--- src/rtl/cgra_result_tx_if.sv ---
// cgra_result_tx_if: result-push and host byte-handshake signals of the result transmitter
interface cgra_result_tx_if;
  logic       res_valid;
  logic [1:0] res_tile;
  logic [7:0] res_data;
  logic       res_ready;
  logic       host_ack;
  logic [7:0] tx_data;
  logic       tx_valid;
  logic       busy;
  logic [3:0] level;
  modport master (
    output res_valid, res_tile, res_data, host_ack,
    input  res_ready, tx_data, tx_valid, busy, level
  );
  modport slave (
    input  res_valid, res_tile, res_data, host_ack,
    output res_ready, tx_data, tx_valid, busy, level
  );
endinterface

--- src/rtl/cgra_result_tx.sv ---
// cgra_result_tx: buffers array results and sends each as a header/data byte pair over a 4-phase host handshake
module cgra_result_tx #(
  parameter int         DEPTH   = 4,
  parameter logic [3:0] HDR_TAG = 4'b1010
) (
  input logic               clk,
  input logic               rst_n,
  input logic               ena,
  cgra_result_tx_if.slave   bus
);
  localparam int AW = $clog2(DEPTH);
  typedef enum logic [2:0] {IDLE, HDR, HDR_WL, DAT, DAT_WL} state_t;
  state_t        state;
  logic [9:0]    mem [DEPTH];
  logic [AW-1:0] wp, rp;
  logic [3:0]    cnt;
  logic          ack_m, ack_s, push, pop;
  logic [9:0]    head;
  assign head          = mem[rp];
  assign bus.res_ready = ena & (cnt != 4'(DEPTH));
  assign bus.level     = cnt;
  assign push          = bus.res_valid & bus.res_ready;
  // the head leaves only once its data byte is acknowledged, so a started frame always completes
  assign pop           = ena & (state == DAT) & ack_s;
  always_ff @(posedge clk or negedge rst_n)
    if (!rst_n) begin
      ack_m <= 1'b0;
      ack_s <= 1'b0;
    end else begin
      ack_m <= bus.host_ack;
      ack_s <= ack_m;
    end
  always_ff @(posedge clk)
    if (push) mem[wp] <= {bus.res_tile, bus.res_data};
  always_ff @(posedge clk or negedge rst_n)
    if (!rst_n) begin
      wp  <= '0;
      rp  <= '0;
      cnt <= '0;
    end else begin
      if (push) wp <= wp + 1'b1;
      if (pop) rp <= rp + 1'b1;
      cnt <= cnt + 4'(push) - 4'(pop);
    end
  always_ff @(posedge clk or negedge rst_n)
    if (!rst_n) begin
      state        <= IDLE;
      bus.tx_data  <= '0;
      bus.tx_valid <= 1'b0;
      bus.busy     <= 1'b0;
    end else if (ena) begin
      case (state)
        IDLE: if (cnt != 4'd0) begin
          state        <= HDR;
          bus.tx_data  <= {HDR_TAG, 2'b00, head[9:8]};
          bus.tx_valid <= 1'b1;
          bus.busy     <= 1'b1;
        end
        HDR: if (ack_s) begin
          state        <= HDR_WL;
          bus.tx_valid <= 1'b0;
        end
        HDR_WL: if (!ack_s) begin
          state        <= DAT;
          bus.tx_data  <= head[7:0];
          bus.tx_valid <= 1'b1;
        end
        DAT: if (ack_s) begin
          state        <= DAT_WL;
          bus.tx_valid <= 1'b0;
        end
        DAT_WL: if (!ack_s) begin
          state    <= IDLE;
          bus.busy <= 1'b0;
        end
        default: state <= IDLE;
      endcase
    end
endmodule

--- src/flat_wrapper.sv ---
// flat-port wrapper written by rule: the top's interface ports become plain ports
module cgra_result_tx_flat 
#(
  parameter int         DEPTH   = 4,
  parameter logic [3:0] HDR_TAG = 4'b1010
)
  (clk, rst_n, ena, bus_res_valid, bus_res_tile, bus_res_data, bus_host_ack, bus_res_ready, bus_tx_data, bus_tx_valid, bus_busy, bus_level);
  cgra_result_tx_if bus_i ();
  input logic clk;
  input logic rst_n;
  input logic ena;
  input wire logic [$bits(bus_i.res_valid)-1:0] bus_res_valid;
  input wire logic [$bits(bus_i.res_tile)-1:0] bus_res_tile;
  input wire logic [$bits(bus_i.res_data)-1:0] bus_res_data;
  input wire logic [$bits(bus_i.host_ack)-1:0] bus_host_ack;
  output wire logic [$bits(bus_i.res_ready)-1:0] bus_res_ready;
  output wire logic [$bits(bus_i.tx_data)-1:0] bus_tx_data;
  output wire logic [$bits(bus_i.tx_valid)-1:0] bus_tx_valid;
  output wire logic [$bits(bus_i.busy)-1:0] bus_busy;
  output wire logic [$bits(bus_i.level)-1:0] bus_level;
  assign bus_i.res_valid = bus_res_valid;
  assign bus_i.res_tile = bus_res_tile;
  assign bus_i.res_data = bus_res_data;
  assign bus_i.host_ack = bus_host_ack;
  assign bus_res_ready = bus_i.res_ready;
  assign bus_tx_data = bus_i.tx_data;
  assign bus_tx_valid = bus_i.tx_valid;
  assign bus_busy = bus_i.busy;
  assign bus_level = bus_i.level;
  cgra_result_tx #(.DEPTH(DEPTH), .HDR_TAG(HDR_TAG)) u_core (.clk(clk), .rst_n(rst_n), .ena(ena), .bus(bus_i));
endmodule
--- config.mk ---
export PLATFORM = sky130hd
export DESIGN_NAME = cgra_result_tx_flat
export DESIGN_NICKNAME = d
export VERILOG_FILES = /design/src/rtl/cgra_result_tx_if.sv /design/src/rtl/cgra_result_tx.sv /design/src/flat_wrapper.sv
export SDC_FILE = /design/constraint.sdc
export NUM_CORES = 1
export LEC_CHECK = 0
export ABC_AREA = 1
export BUFFER_PORTS_ARGS = -buffer_cell sky130_fd_sc_hd__buf_2
export CAP_MARGIN = 30
export CORE_MARGIN = 8
export CORE_UTILIZATION = 43
export CTS_BUF_LIST = sky130_fd_sc_hd__clkbuf_4 sky130_fd_sc_hd__clkbuf_8
export DETAILED_ROUTE_END_ITERATION = 8
export SETUP_SLACK_MARGIN = 0.15
export SLEW_MARGIN = 15
export SYNTH_ARGS = -nofsm -noshare
export SYNTH_HDL_FRONTEND = slang
export SYNTH_SLANG_ARGS = --single-unit
--- constraint.sdc ---
create_clock -name clk -period 1.8 [get_ports clk]
set_input_delay 0.09 -clock clk [delete_from_list [all_inputs] [get_ports clk]]
set_output_delay 0.09 -clock clk [all_outputs]
set_load 0.005 [all_outputs]
==> results_dict.tcl <==
set metrics [dict create \
    violations "setup timing" \
    stdcell_count 428 \
    syn2layout_area_growth_pct 31.1 \
    core_area_um2 6350 \
    cp_max_fo 2 \
    crit_type "reg -> reg" \
    htreeDepth 3 \
    synth_compound_area_share_pct 3.60 \
    die_area_um2 9380 \
    finalWorstSetupSlack_ns -0.00372 \
    slew_headroom_pct 61.3 \
    fmax_ghz 0.554 \
    die_w_um 96.9 \
    place_inst 393 \
    grt_max_degree 24 \
    grt-ovfl-total 0 \
    hold_viol_final 0 \
    ff_latch_area_um2 1780 \
    io_pins 30 \
    period_share_pct 100 \
    clk_latency_ns 0.33 \
    io_buffers 29 \
    multi_input_area_um2 940 \
    synthAdderAreaFrac_pct 5.16 \
    worstPathArrival_ns 2.04 \
    synth_fp_nets 300 \
    drtIter0Drc 71 \
    seqPwrFrac_pct 36.1 \
    power_density_nw_per_um2 1530 \
    synth-xor-area-share_pct 1.25 \
    synthMuxAreaShare_pct 0 \
    yosysWarningCount 0 \
    period_needed_ns 1.80 \
    start_util_pct 44.3 \
    synth_seq_cells 63 \
    cp-end-kind "flop" \
    grt_pass1_wl_um 9780 \
    die_h_um 96.9 \
    synth_top_family_by_area "simple AND/OR/NAND/NOR gates" \
    hold_depth 5 \
    wl_per_cell_um 14.0 \
    grt_antenna_before_repair 0 \
    netlist_area_um2 2810 \
    clock_path_buffers 2 \
    power_switching_mw 1.97 \
    routabilityCongestion 0.801 \
    cts_tree "built" \
    clock_power_share_pct 24.9 \
    vias 1995 \
    p_leak_nw 1.72 \
    firstDrtPassIters 5 \
    cts_buffers 9 \
    async_reset_ff_share_pct 36.5 \
    grt_usage_pct 13.1 \
    cts_root_buf "clkbuf_8" \
    syn_area_per_cell_um2 10.3 \
    cap_violations 0 \
    synth.area.top_cells "edfxtp_1, dfrtp_1, nand2_1, inv_1, ha_1" \
    clk_pin_slew_ns 0.07 \
    tightest_slew_ns 0.581 \
    drive_above_1_share_pct 27.9 \
    fill_cells 528 \
    rows 29 \
    maxSlewViolCount 0 \
    holdWs_ns 0.103 \
    holdCritPathClass "in -> reg" \
    drc 0 \
    irDropWorstVdd_v 0.000983 \
    critPathSlowestCell "fa_2" \
    nets 372 \
    cp_cell_sequence "nor2_2 > nand4_1 > inv_2 > ha_4 > inv_4 > ha_4 > inv_2 > fa_2 > inv_1" \
    vias_per_cell 4.66 \
    rsz0062_at_grt "true" \
    hpwlAfterDp_um 3750 \
    yosys.area_share.simple_pct 20.2 \
    synth_top_area_cell "edfxtp_1" \
    critPathMaxStageDelay_ns 0.51 \
    first_global_vias 1941 \
    internal-power_mw 3.69 \
    combPwrFrac_pct 39.0 \
    synth-edff-count 40 \
    synth.most_common_cell "nand2_1" \
    final_antenna_net_count 0 \
    worstPathRequired_ns 2.03 \
    synth_top_area_share_pct 42.7 \
    worst_setup_path_start_kind "flop" \
    ys.flop_type "edfxtp_1" \
    cts.sinks 63 \
    ys_seq_area_share_pct 63.2 \
    synth_cell_types 23 \
    synth_cells 274 \
    p_sw_share_pct 34.9 \
    num_antenna_cells 0 \
    r2r_cells 9 \
    fin_skew_ns 0.00659 \
    netlist_top_cells_count "nand2_1, inv_1, edfxtp_1, dfrtp_1, nand3_1" \
    routed_wl_um 5980 \
    status "finished, violations left" \
    finalSetupViolCount 1 \
]
==> cell families after synthesis <==
group | Yosys count
adder cells (fa/ha/maj) | 11
flip-flops | 63
AND/OR/NAND/NOR | 128
AO/OA/AOI/OAI | 20
XOR/XNOR | 4
buffers and inverters | 48
==> flip-flops by register name (all words and copies together) (netlist names) <==
signal               cells
u_core.ack_m             1
u_core.ack_s             1
u_core.bus.busy          1
u_core.bus.level         4
u_core.bus.tx_data       8
u_core.bus.tx_valid      1
u_core.mem              40
u_core.rp                2
u_core.state             3
u_core.wp                2
==> power by group through the flow <==
stage	clock network, mW	registers [mW]	logic [mW]
6_report	1.41	2.04	2.21
3_5_place_dp	0	2.07	1.98
3_3_place_gp	0	2.06	1.96
5_1_grt	1.49	2.08	2.53
2_1_floorplan	0	2.10	1.25
4_1_cts	1.42	2.04	2.01
==> final cells by class <==
cell class                      count  area share [%]
Sequential cell                    63            48.2
Multi-Input combinational cell    163            25.5
Timing Repair Buffer               66            13.0
Clock buffer                       13            4.51
Inverter                           43            4.45
Tap cell                           77            2.61
Clock inverter                      3            1.76
==> layout by cell type (no fill, tap or decap) <==
cell type	instances
nand2_1	86
edfxtp_1	40
inv_1	37
buf_2	29
dfrtp_1	23
nand3_1	18
buf_4	18
dlygate4sd3_1	12
a21oi_1	11
clkbuf_8	11
ha_1	7
buf_6	7
nor2_4	6
nor2_1	6
o21ai_0	6
inv_2	5
nand2_2	5
nor2_2	2
nand4_1	2
o21ai_1	2
xor2_1	2
ha_4	2
clkbuf_4	2
bufinv_16	2
a31oi_4	1
xnor2_2	1
xnor2_1	1
inv_4	1
nand3_2	1
nand2_8	1
nor3_4	1
fa_2	1
ha_2	1
clkinv_2	1
==> metrics by stage <==
stage	total power [mW]	setup TNS, ns	worst slack (ns)	instance area, µm²	utilization, %
2_1_floorplan	3.35	0	0.0198	2820	-
3_3_place_gp	4.02	0	0.0117	3170	50.0
3_5_place_dp	4.05	-0.0460	-0.0244	3170	50.0
4_1_cts	5.48	-0.0316	-0.0170	3540	55.7
5_1_grt	6.10	-0.132	-0.0940	3690	58.1
6_report	5.66	-0.00372	-0.00372	3690	58.1
==> critical path: cells and delay by family (launching register included) <==
| kind | cells | cell delay [ns] |
|---|---|---|
| fa+ha+maj | 3 | 0.84 |
| simple gates | 2 | 0.25 |
| buf+inv | 4 | 0.23 |
| flops | 1 | 0.39 |
==> routing by layer <==
| metal | up-vias | share of wire, % | track usage (%) |
|---|---|---|---|
| li1 | 1020 | - | - |
| met1 | 926 | 47 | 15.9 |
| met2 | 39 | 48 | 20.7 |
| met3 | 10 | 3.6 | 3.70 |
| met4 | 0 | 1.7 | 6.39 |
| met5 | - | 0 | 0 |
==> path summary, 6_finish.rpt <==
path | slack (ns) | to | start
worst max-delay path | -0.004 | u_core.bus.level[1] | u_core.state[2]
worst min-delay path | 0.10 | u_core.wp[1] | bus_res_valid
worst max register to register | -0.004 | u_core.bus.level[1] | u_core.state[2]
worst min register to register | 0.36 | u_core.ack_s | u_core.ack_m
max in group asynchronous | 1.12 | u_core.bus.tx_data[2] | rst_n
min in group asynchronous | 0.29 | u_core.bus.tx_data[7] | rst_n
==> repair_timing <==
action	CTS	global route
pin swaps	1	7
resized for setup	2	34
endpoints found under the setup margin	12	44
hold buffers	12	0
gates cloned	0	4
setup buffers	1	2
endpoints found under the hold margin	64	0
No activity file was read; power rests on OpenSTA's default activity.
